File: src/rtl/reflet_spi_pkg.sv
// ============================================================
// reflet_spi_pkg -- register map, CTRL bit indices and FSM states
// Rev 1.0
// ============================================================
`default_nettype none

package reflet_spi_pkg;

   localparam int NUM_REGS = 4;

   localparam logic [1:0] REG_CTRL   = 2'd0;
   localparam logic [1:0] REG_DATA   = 2'd1;
   localparam logic [1:0] REG_CLKDIV = 2'd2;
   localparam logic [1:0] REG_CS     = 2'd3;

   localparam int CTRL_INT_EN = 0;
   localparam int CTRL_CPOL   = 1;
   localparam int CTRL_CPHA   = 2;
   localparam int CTRL_BUSY   = 3;
   localparam int CTRL_DONE   = 4;

   localparam int SPI_EDGES = 16;

   typedef enum logic [1:0] {
      ST_IDLE  = 2'd0,
      ST_SHIFT = 2'd1,
      ST_DONE  = 2'd2
   } state_e;

endpackage

`default_nettype wire

File: src/rtl/reflet_spi_tick.sv
// ============================================================
// reflet_spi_tick -- sclk half-period divider, one tick per DIV+1 cycles
// Rev 1.0
// ============================================================
`default_nettype none

module reflet_spi_tick #(
   parameter int WIDTH = 16
) (
   input  logic             clk,
   input  logic             reset,
   input  logic             clear_i,
   input  logic             en_i,
   input  logic [WIDTH-1:0] div_i,
   output logic             tick_o
);

   logic [WIDTH-1:0] count_q;
   logic [WIDTH-1:0] reload_q;

   assign tick_o = en_i && (count_q == '0);

   // clear captures the divisor so later CLKDIV writes cannot disturb a running transfer
   always_ff @(posedge clk) begin
      if (reset) begin
         count_q  <= '0;
         reload_q <= '0;
      end else if (clear_i) begin
         count_q  <= div_i;
         reload_q <= div_i;
      end else if (en_i) begin
         if (count_q == '0) begin
            count_q <= reload_q;
         end else begin
            count_q <= count_q - 1'b1;
         end
      end
   end

endmodule

`default_nettype wire

File: src/rtl/reflet_spi.sv
// ============================================================
// reflet_spi -- memory-mapped 8-bit SPI master with software chip select
// Rev 1.0
// ============================================================
`default_nettype none

module reflet_spi
   import reflet_spi_pkg::*;
#(
   parameter int                        WORDSIZE       = 16,
   parameter int                        BASE_ADDR_SIZE = 16,
   parameter logic [BASE_ADDR_SIZE-1:0] BASE_ADDR      = '0
) (
   input  logic                      clk,
   input  logic                      reset,
   input  logic                      enable,
   output logic                      interrupt,
   input  logic [BASE_ADDR_SIZE-1:0] addr,
   input  logic [WORDSIZE-1:0]       data_in,
   output logic [WORDSIZE-1:0]       data_out,
   input  logic                      write_en,
   output logic                      sclk,
   output logic                      mosi,
   input  logic                      miso,
   output logic                      cs_n
);

   state_e              state_q;
   logic                int_en_q;
   logic                cpol_q;
   logic                cpha_q;
   logic                busy_q;
   logic                done_q;
   logic [WORDSIZE-1:0] clkdiv_q;
   logic                cs_q;
   logic [7:0]          rx_q;
   logic [7:0]          tx_q;
   logic [7:0]          rx_sh_q;
   logic [4:0]          edge_q;
   logic                cpol_sh_q;
   logic                cpha_sh_q;
   logic                sclk_q;
   logic                mosi_q;
   logic                interrupt_q;

   logic [BASE_ADDR_SIZE-1:0] w_offset;
   logic                      w_sel;
   logic [1:0]                w_reg;
   logic                      w_wr_ctrl;
   logic                      w_wr_data;
   logic                      w_wr_clkdiv;
   logic                      w_wr_cs;
   logic                      w_start;
   logic                      w_tick;
   logic [4:0]                w_edge_n;
   logic                      w_sample;
   logic                      w_shift;
   logic [2:0]                w_bit;

   assign w_offset    = addr - BASE_ADDR;
   assign w_sel       = enable && (w_offset < BASE_ADDR_SIZE'(NUM_REGS));
   assign w_reg       = w_offset[1:0];
   assign w_wr_ctrl   = w_sel && write_en && (w_reg == REG_CTRL);
   assign w_wr_data   = w_sel && write_en && (w_reg == REG_DATA);
   assign w_wr_clkdiv = w_sel && write_en && (w_reg == REG_CLKDIV);
   assign w_wr_cs     = w_sel && write_en && (w_reg == REG_CS);
   assign w_start     = w_wr_data && (state_q == ST_IDLE);

   // Edge n (1..16): cpha=0 samples odd edges and shifts on even edges 2..14,
   // cpha=1 shifts on odd edges and samples even ones. Either way the bit
   // presented after a shift edge is bit 7 - n/2.
   assign w_edge_n = edge_q + 5'd1;
   assign w_sample = cpha_sh_q ? ~w_edge_n[0] : w_edge_n[0];
   assign w_shift  = cpha_sh_q ? w_edge_n[0]
                               : (~w_edge_n[0] && (w_edge_n != 5'(SPI_EDGES)));
   assign w_bit    = 3'd7 - w_edge_n[3:1];

   reflet_spi_tick #(
      .WIDTH (WORDSIZE)
   ) u_tick (
      .clk     (clk),
      .reset   (reset),
      .clear_i (w_start),
      .en_i    (state_q == ST_SHIFT),
      .div_i   (clkdiv_q),
      .tick_o  (w_tick)
   );

   always_ff @(posedge clk) begin
      if (reset) begin
         state_q     <= ST_IDLE;
         int_en_q    <= 1'b0;
         cpol_q      <= 1'b0;
         cpha_q      <= 1'b0;
         busy_q      <= 1'b0;
         done_q      <= 1'b0;
         clkdiv_q    <= '0;
         cs_q        <= 1'b1;
         rx_q        <= 8'h00;
         tx_q        <= 8'h00;
         rx_sh_q     <= 8'h00;
         edge_q      <= 5'd0;
         cpol_sh_q   <= 1'b0;
         cpha_sh_q   <= 1'b0;
         sclk_q      <= 1'b0;
         mosi_q      <= 1'b0;
         interrupt_q <= 1'b0;
      end else begin
         interrupt_q <= 1'b0;

         if (w_wr_ctrl) begin
            int_en_q <= data_in[CTRL_INT_EN];
            cpol_q   <= data_in[CTRL_CPOL];
            cpha_q   <= data_in[CTRL_CPHA];
            if (data_in[CTRL_DONE]) begin
               done_q <= 1'b0;
            end
         end
         if (w_wr_clkdiv) begin
            clkdiv_q <= data_in;
         end
         if (w_wr_cs) begin
            cs_q <= data_in[0];
         end

         case (state_q)
            ST_IDLE: begin
               sclk_q <= cpol_q;
               if (w_start) begin
                  tx_q      <= data_in[7:0];
                  rx_sh_q   <= 8'h00;
                  edge_q    <= 5'd0;
                  mosi_q    <= data_in[7];
                  cpol_sh_q <= cpol_q;
                  cpha_sh_q <= cpha_q;
                  busy_q    <= 1'b1;
                  done_q    <= 1'b0;
                  state_q   <= ST_SHIFT;
               end
            end

            ST_SHIFT: begin
               if (w_tick) begin
                  sclk_q <= ~sclk_q;
                  edge_q <= w_edge_n;
                  if (w_sample) begin
                     rx_sh_q <= {rx_sh_q[6:0], miso};
                  end
                  if (w_shift) begin
                     mosi_q <= tx_q[w_bit];
                  end
                  if (w_edge_n == 5'(SPI_EDGES)) begin
                     state_q <= ST_DONE;
                  end
               end
            end

            // Placed after the CTRL write so a same-cycle done-clear loses.
            ST_DONE: begin
               rx_q        <= rx_sh_q;
               busy_q      <= 1'b0;
               done_q      <= 1'b1;
               interrupt_q <= int_en_q;
               sclk_q      <= cpol_q;
               state_q     <= ST_IDLE;
            end

            default: begin
               state_q <= ST_IDLE;
            end
         endcase
      end
   end

   always_comb begin
      data_out = '0;
      if (w_sel) begin
         case (w_reg)
            REG_CTRL: begin
               data_out[CTRL_INT_EN] = int_en_q;
               data_out[CTRL_CPOL]   = cpol_q;
               data_out[CTRL_CPHA]   = cpha_q;
               data_out[CTRL_BUSY]   = busy_q;
               data_out[CTRL_DONE]   = done_q;
            end
            REG_DATA:   data_out[7:0] = rx_q;
            REG_CLKDIV: data_out      = clkdiv_q;
            REG_CS:     data_out[0]   = cs_q;
            default:    data_out      = '0;
         endcase
      end
   end

   assign interrupt = interrupt_q;
   assign sclk      = sclk_q;
   assign mosi      = mosi_q;
   assign cs_n      = cs_q;

   logic w_unused;
   assign w_unused = cpol_sh_q;

endmodule

`default_nettype wire

File: config.mk
export PLATFORM = sky130hd
export DESIGN_NAME = reflet_spi
export DESIGN_NICKNAME = d
export VERILOG_FILES = /design/src/rtl/reflet_spi_pkg.sv /design/src/rtl/reflet_spi_tick.sv /design/src/rtl/reflet_spi.sv
export SDC_FILE = /design/constraint.sdc
export NUM_CORES = 1
export LEC_CHECK = 0
export ABC_CLOCK_PERIOD_IN_PS = 3100
export CAP_MARGIN = 40
export CELL_PAD_IN_SITES_DETAIL_PLACEMENT = 1
export CELL_PAD_IN_SITES_GLOBAL_PLACEMENT = 2
export CORE_MARGIN = 2
export CORE_UTILIZATION = 30
export DETAILED_ROUTE_END_ITERATION = 10
export GPL_ROUTABILITY_DRIVEN = 0
export GPL_TIMING_DRIVEN = 0
export PLACE_DENSITY = 0.73
export REMOVE_ABC_BUFFERS = 1
export SYNTH_ARGS = -nofsm -noshare
export SYNTH_HDL_FRONTEND = slang
export SYNTH_SLANG_ARGS = --single-unit
File: constraint.sdc
create_clock -name clk -period 3.1 [get_ports clk]
set_input_delay 0.62 -clock clk [delete_from_list [all_inputs] [get_ports clk]]
set_output_delay 0.62 -clock clk [all_outputs]
set_load 0.02 [all_outputs]
* Word-level counts from Yosys, hierarchy flattened
Cells that the tools add are included. Widths: inputs -> output; s select.
Storage, ports and cells: bits in registers 89, latch bits 0, memory bits (writable) 0, memory bits (read-only) 0, input bits 37, output and inout port bits 20, logic and storage cells 98, memories kept 0
Cells by class: add/subtract/negate cells 3, multiply operators 0, divide/modulo/power cells 0, order comparisons 2, equality and inequality tests 12, shift-type cells 0, muxes and demuxes 35, bitwise logic cells 3, reductions and logical operators 25
Operator list (number):
- $mux 16 | 4
- $mux 8 | 4
- $logic_not 16->1 | 1
- $lt 16x3->1 const B | 1
- $pmux 8 s2 | 1
- $sub 16x1->16 const B | 1
- $pmux 4 s3 | 1
- $mux 1 | 11
- $mux 5 | 2
- $pmux 5 s2 | 1
- $logic_and 1x1->1 | 9
- $ne 2x2->1 const B | 4
- $pmux 1 s2 | 4
- $reduce_and 4->1 | 2
- $reduce_bool 2->1 | 4
- $eq 2x2->1 const B | 3
- $mux 2 | 3
- $pmux 3 s2 | 1
- $reduce_and 2->1 | 3
- $reduce_and 3->1 | 2
- $add 5x1->5 const B | 1
- $eq 5x5->1 const B | 1
- $ne 5x5->1 const B | 1
- $eq 2x1->1 const B | 2
- 9 further kinds | 13

* Longest topological paths before layout
Gate-level depths: netlist (run 1).
word-level depth 7, mapped depth 9, mapped depth without buffers 7

* Cells and area by module
Synthesis (run 1) repeated with hierarchy kept, for this count alone.
Second synthesis, totals: cell total of the unflattened synthesis 536, area, all modules 4505.6 µm²
Modules (own cells, without submodules):
- reflet_spi | instances 1, cells each 326, area an instance 2725.1 µm², seq. area each 1141.1 µm²
- reflet_spi_tick | instances 1, cells each 210, area an instance 1780.5 µm², seq. area each 640.6 µm²

* Least setup slack after synthesis (run 1)
Ideal clock, no wire load.
kind input to output, start input addr[6], end output data_out[5], data arrival time 1.884 ns, required time 2.480 ns, setup slack 0.596 ns, cell stages on the path 5, path buffers 1, path through nor4_1 > and4_1 > clkbuf_1 > nand2_1 > nor2_1
Between the ends: word-level cells in the longest chain between the ends 3
RTL lines:
- from (decl) | line reflet_spi.sv:18 | input logic [BASE_ADDR_SIZE-1:0] addr,
- $lt 16x3->1 | line reflet_spi.sv:61 | assign w_sel = enable && (w_offset < BASE_ADDR_SIZE'(NUM_REGS));
- $logic_and 1x1->1 | line reflet_spi.sv:61
- $mux 16 | line reflet_spi.sv:177 | if (w_sel) begin
- to (decl) | line reflet_spi.sv:20 | output logic [WORDSIZE-1:0] data_out,
Every way passes these cells.

* Worst setup path in the final report (run 1)
start input addr[3], end output data_out[1]
Same word-level chain as after synthesis.

==> metrics.txt, run 1 <==
die height=123 um; Placed Instances=~750; non-filler cells, final=~760; post-synthesis sequential area ratio=between 40% and 50%; Post-Syn Instances=between 500 and 600; TNS Setup=0 ns; hold path cells=2; Pleak=roughly 0.0019 uW; critical path class=in -> out; Antenna Cells=0; GRT overflow=0; crit path DAT=approximately 2.4 ns; router iterations before antenna repair=5; post-synth top area cell=dfxtp_1; area taken by multi-input logic gates=about 2400 sq um; Max clock buf depth=2; first-pass GRT wire length=22.4 mm; Final period util=about 96%; P_sw=521 uW; unrepaired setup endpoints after global routing=false; Starting Density=a little over 30%; # clock sinks=approximately 90; Cell Area, Synth=about 4300 sq um; layout cell share with drive strength beyond 1=under 10%; cts bufs inserted=9; die area=about 15000 sq um; # Max-Cap Violations=0; Vias/cell=5.29; fmax=between 300 and 400 MHz; clk_skew=0.00891 ns; CP endpoint kind=output port; Hold Crit Class=reg -> reg; ys flop type=dfxtp_1; Nets=about 620; Critical R2R Launch=u_tick.count_q[0]$_SDFFE_PP0P_; min Tclk post-route=~3 ns; status=completed; Max VDD drop=around 0.00025 V; clock group share of total power=around 47%; row count=between 40 and 50; Startpoint Class=primary input; # IOs=57; P&R area growth vs syn=25.4%; antenna violations before repair=0; Power Dens Cells=roughly 440 nW/um^2; internal reg-to-reg setup slack=roughly 0.41 ns; Internal=around 1800 uW; sequential fraction of design power=48.3%; register bit total from synthesis=89; GRT Total Usage=19.2%; post-synth cell types=52; H-Tree Depth=3; Synth async-reset ratio=0%; Pins Over Slew Limit=0; fillers=1653; Final setup viols=0; reg-to-reg endpoint=rx_sh_q[6]$_SDFFE_PP0P_; largest net degree at the start of global routing=53; antenna violation net count after detailed routing=0; top cells by area, synth=dfxtp_1 42%, nand2_1 11%, a21oi_1 6.9%, ha_1 2.6%, nor2_1 2.4%; hpwl dp=just under 10 mm; Core Footprint=roughly 14000 sq um; Area after DPL=between 5000 and 6000 sq um; Max Fanout on Critical Path=4; initial detailed-routing violation count=roughly 240; PnR worst setup slack=0.111 ns; DRC Markers=0; list of most frequent post-synthesis cells=130 x nand2_1, 89 x dfxtp_1, 59 x a21oi_1; design area=around 5400 sq um; number of enable flip-flop cells after synthesis=0; routed vias=4035; Final Hold Fails=0; Gate power share=under 10%; slew of the pin with the lowest slew margin=between 0.8 and 0.9 ns; Synth Warn #=0; routed len/inst=17.8 um; Clock Tree Root=clkbuf_16; count leader, synth=nand2_1; Sw Ratio=around 22%; end of the worst hold path=u_tick.reload_q[1]$_SDFFE_PP0P_; Worst EP required=around 2.5 ns; CTS tree=yes; later-pin clock latency in the skew report=0.35 ns; Avg Inst Size Synth=around 8 sq um; hold_sp=u_tick.reload_q[1]$_SDFFE_PP0P_; pre-CTS setup slack=-0.647 ns; vias in the first global route=around 4.2k; final wirelength=about 14 mm; Slew HR=around 44%; CTS clk-pin slew, worst paths=about 0.07 ns; Yosys top cell area share=roughly two fifths; Die Width=123 um; IO buf count=56; Reg area=about 1800 sq um; Reg2Reg Depth=9
-- what timing repair did --
action                     in CTS  in global routing
hold buffers                    0                  0
pin swaps                       3                  0
setup endpoints to repair      22                 12
gates cloned                    0                  0
setup buffers                   2                  0
resized for setup              25                  1
-- flip-flops by register name (all words and copies together), names as in the netlist, 2 cells and up --
signal	cells
rx_q	8
rx_sh_q	8
clkdiv_q	16
state_q	2
u_tick.count_q	16
tx_q	8
edge_q	5
u_tick.reload_q	16
-- stage by stage --
step	hold WS (ns)	power (uW)	util (%)
finish	0.452	2370	38.5
detailed placement	0.445	1270	36.1
global route	0.467	2460	38.5
CTS	0.454	2410	38.5
floorplan	0.423	1190	-
global placement	0.436	1270	35.3
-- worst max path at each step --
| stage | endpoint | startpoint | cells after the start |
|---|---|---|---|
| finish | data_out[1] | addr[3] | 6 |
| global route | data_out[1] | addr[3] | 6 |
| CTS | data_out[0] | addr[0] | 8 |
| detailed placement | data_out[3] | addr[13] | 6 |
| global placement | rx_sh_q[5]$_SDFFE_PP0P_ | reset | 5 |
| floorplan | data_out[1] | addr[6] | 4 |
-- worst max-delay path: stages --
cell and delay [ns]:
clkdlybuf4s50_1 0.46, nor4b_2 0.34, and4_4 0.31, nand2b_1 0.15
nor2_1 0.14, dlygate4sd2_1 0.34
-- cell usage in the layout, fill, tap and decap left out, types with 11 or more instances in the layout --
cell type,synthesis,layout
a21oi_1,59,59
nor3_1,11,11
nand2_1,130,130
dfxtp_1,89,89
nor2_1,27,27
o21ai_0,18,18
dlygate4sd2_1,0,17
nand2b_1,16,16
a31oi_1,14,14
clkdlybuf4s50_1,0,37
nand3_1,12,12
-- cell families after synthesis --
logic type      count (synthesis)  share of synthesized area (%)
compound gates                133                           18.9
xor+xnor                       10                           2.05
fa+ha+maj                       9                           2.63
buf+inv                        42                           4.09
flops                          89                           41.6
mux                            11                           3.21
simple gates                  241                           27.5
-- metal layers --
metal | vias up | track usage [%] | share of wire, %
li1 | 1978 | - | -
met5 | - | 0 | 0
met2 | 50 | 32.9 | 49
met1 | 1992 | 24.3 | 47
met4 | 0 | 6.32 | 1.7
met3 | 15 | 3.74 | 2.5
-- area by class of cell --
| type | instances | area share, % |
|---|---|---|
| multi-input cells | 404 | 44.0 |
| clock buffers | 12 | 4.59 |
| flip-flops and latches | 89 | 33.2 |
| inverters | 8 | 0.559 |
| repair buffers | 66 | 12.5 |
| clock inverters | 4 | 0.956 |
| well taps | 180 | 4.20 |
-- power by group through the flow --
stage	combinational [uW]	clock [uW]	sequential (uW)
after CTS	104	1160	1140
after global placement	96.2	0	1170
after floorplan	17.8	0	1170
after detailed placement	100	0	1170
after global routing	111	1200	1140
final	103	1120	1140
Note: power is estimated with default switching activity, not from simulation.
==> inputs of run 2 (changes only) <==
Settings changed: ABC_CLOCK_PERIOD_IN_PS 3100 to 3750, CORE_MARGIN 2 to unset, SLEW_MARGIN set to 40.
Clock period 3.1 ns to 3.75 ns, I/O delays scaled along.
==> run 2 against run 1 <==
Against the previous run: first-iteration DRC count fell by 33%; clock skew down 0.0024 ns; worst setup slack improved by 0.050 ns; sequential share of layout area decreased by 0.44 points; critical path depth did not move; final cell count increased by 0.13%; sequential power is 17% lower; sequential cell count did not move; clock power is 9.8% lower.
==> metrics.txt, run 2 (same netlist as run 1, synthesis figures left out) <==
IO buf count=56; P&R area growth vs syn=27.1%; fmax=between 200 and 300 MHz; Final period util=between 90% and 100%; delay-heaviest family, CP=buffers and inverters; Starting Density=a little under a third; Worst setup startpoint=addr[6]; CP Buf/Inv Count=3; Pleak=roughly 0.0018 uW; met1 wire length=approximately 6.5 mm; later-pin clock latency in the skew report=roughly 0.35 ns; internal reg-to-reg setup slack=between 1 and 1.5 ns; met3 wire len=roughly 430 um; commonest non-fill, non-tap cell in the layout=nand2_1; Nets=about 630; commonest cells after routing, fill and taps aside=129 x nand2_1, 89 x dfxtp_1, 58 x a21oi_1, 54 x clkdlybuf4s50_1, 27 x nor2_1; Max Fanout on Critical Path=8; Slew HR=46.5%; final wirelength=around 14 mm; CTS tree=yes; cts bufs inserted=9; slowest CP cell=clkdlybuf4s50_1; row count=43; Core Footprint=13900 sq um; worst-path cell chain=clkdlybuf4s50_1 > nor4_2 > and4_4 > buf_4 > and3_1 > clkdlybuf4s50_1; routed vias=4018; unrepaired setup endpoints after global routing=false; die height=~120 um; # IOs=57; antenna violation net count after detailed routing=0; Largest regs=clkdiv_q: 16 flops, u_tick.count_q: 16 flops, u_tick.reload_q: 16 flops; Die Width=approximately 120 um; CTS clk-pin slew, worst paths=0.07 ns; Antenna Cells=0; highest metal used=met4; Pins Over Slew Limit=0; Critical R2R Launch=u_tick.count_q[0]$_SDFFE_PP0P_; Max clock buf depth=2; Power Dens Cells=375 nW/um^2; # clock sinks=89; Worst EP required=~3.0 ns; largest net degree at the start of global routing=67; critical path class=in -> out; first-pass GRT wire length=22.6 mm; layout cell share with drive strength beyond 1=under 10%; router iterations before antenna repair=4; reg-to-reg endpoint=rx_sh_q[1]$_SDFFE_PP0P_; DRC Markers=0; crit path DAT=roughly 2.8 ns; cell count along the critical path=6; min Tclk post-route=between 3 and 4 ns; Clock Tree Root=clkbuf_16; CP dominant cell by count=clkdlybuf4s50_1; Met2 Wirelength=6.81 mm; Pwr Total=slightly above 2000 uW; slew of the pin with the lowest slew margin=between 0.8 and 0.9 ns; GRT Total Usage=between 20 and 25%; final core occ=between 30% and 40%; Final setup viols=0; antenna violations before repair=0; status=completed; H-Tree Depth=3; Final Hold Fails=0; vias in the first global route=4142; die area=around 15000 sq um; Startpoint Class=primary input; Reg2Reg Depth=9; routed len/inst=18.1 um; Largest stage delay, worst path=approximately 0.59 ns; Setup crit end=data_out[9]; GRT overflow=0; Vias/cell=5.26; hpwl dp=9.82 mm; # Max-Cap Violations=0; Hold Buf Count CTS=0; clk_skew=around 0.0065 ns; CP endpoint kind=output port; initial detailed-routing violation count=about 160; Hold Crit Class=reg -> reg; Max VDD drop=about 0.00017 V
==> run 2: cell types whose count changed in the layout (fill, tap and decap cells not counted), sizes merged <==
cell | before | now
bufinv | 1 | 2
clkbuf | 12 | 10
buf | 11 | 12
dlygate4sd2 | 17 | 0
clkinv | 1 | 2
clkdlybuf4s50 | 37 | 54
==> run 2: worst min-delay path, stage by stage, from the launching register on <==
cell and delay (ns):
dfxtp_1 0.31, nand2_1 0.05, a21oi_1 0.05
==> run 2: metal layers <==
metal  track usage [%]  up-vias
met5                 0        -
met1              25.7     1981
li1                  -     1988
met2              34.3       41
met4              4.86        0
met3              4.23        8
==> run 2: final cells by class <==
cell class | count | area, sq um
Clock buffer | 10 | 239
Sequential cell | 89 | 1780
Fill cell | 1657 | 8440
Timing Repair Buffer | 67 | 687
Tap cell | 180 | 225
Multi-Input combinational cell | 404 | 2390
Inverter | 8 | 30.0
Clock inverter | 6 | 90.1
==> run 2: through the flow <==
stage | area, sq um | std cells | TNS, ns | setup WS [ns] | hold slack [ns]
2_1_floorplan | 4140 | 501 | 0 | 1.07 | 0.423
3_3_place_gp | 4920 | 737 | -26.98 | -0.992 | 0.436
3_5_place_dp | 5040 | 745 | -5.24 | -0.342 | 0.443
4_1_cts | 5390 | 761 | 0 | 0.0204 | 0.453
5_1_grt | 5440 | 764 | 0 | 0.0613 | 0.474
6_report | 5440 | 764 | 0 | 0.161 | 0.452
==> run 2: repair_timing <==
item,4_1_cts,5_1_grt
resized for setup,4,6
pin swaps,0,1
cloned,0,0
buffers inserted,0,3
setup endpoints to repair,16,16
==> run 2: how the worst min path moves through the flow <==
stage               cells past startpoint                               to  slack [ns]                             from
finish                                  2  u_tick.reload_q[7]$_SDFFE_PP0P_        0.45  u_tick.reload_q[7]$_SDFFE_PP0P_
global route                            2             tx_q[0]$_SDFFE_PP0P_        0.47             tx_q[0]$_SDFFE_PP0P_
CTS                                     2             tx_q[0]$_SDFFE_PP0P_        0.45             tx_q[0]$_SDFFE_PP0P_
detailed placement                      2             tx_q[0]$_SDFFE_PP0P_        0.44             tx_q[0]$_SDFFE_PP0P_
global placement                        2  u_tick.reload_q[7]$_SDFFE_PP0P_        0.44  u_tick.reload_q[7]$_SDFFE_PP0P_
floorplan                               2             tx_q[0]$_SDFFE_PP0P_        0.42             tx_q[0]$_SDFFE_PP0P_
==> run 2: where the power goes <==
group	leakage (uW)	total (uW)	internal, uW	switching [uW]
registers	0.000716	945	945	0.00191
logic	0.000962	87.8	46.1	41.7
clock network	0.000159	1010	605	402
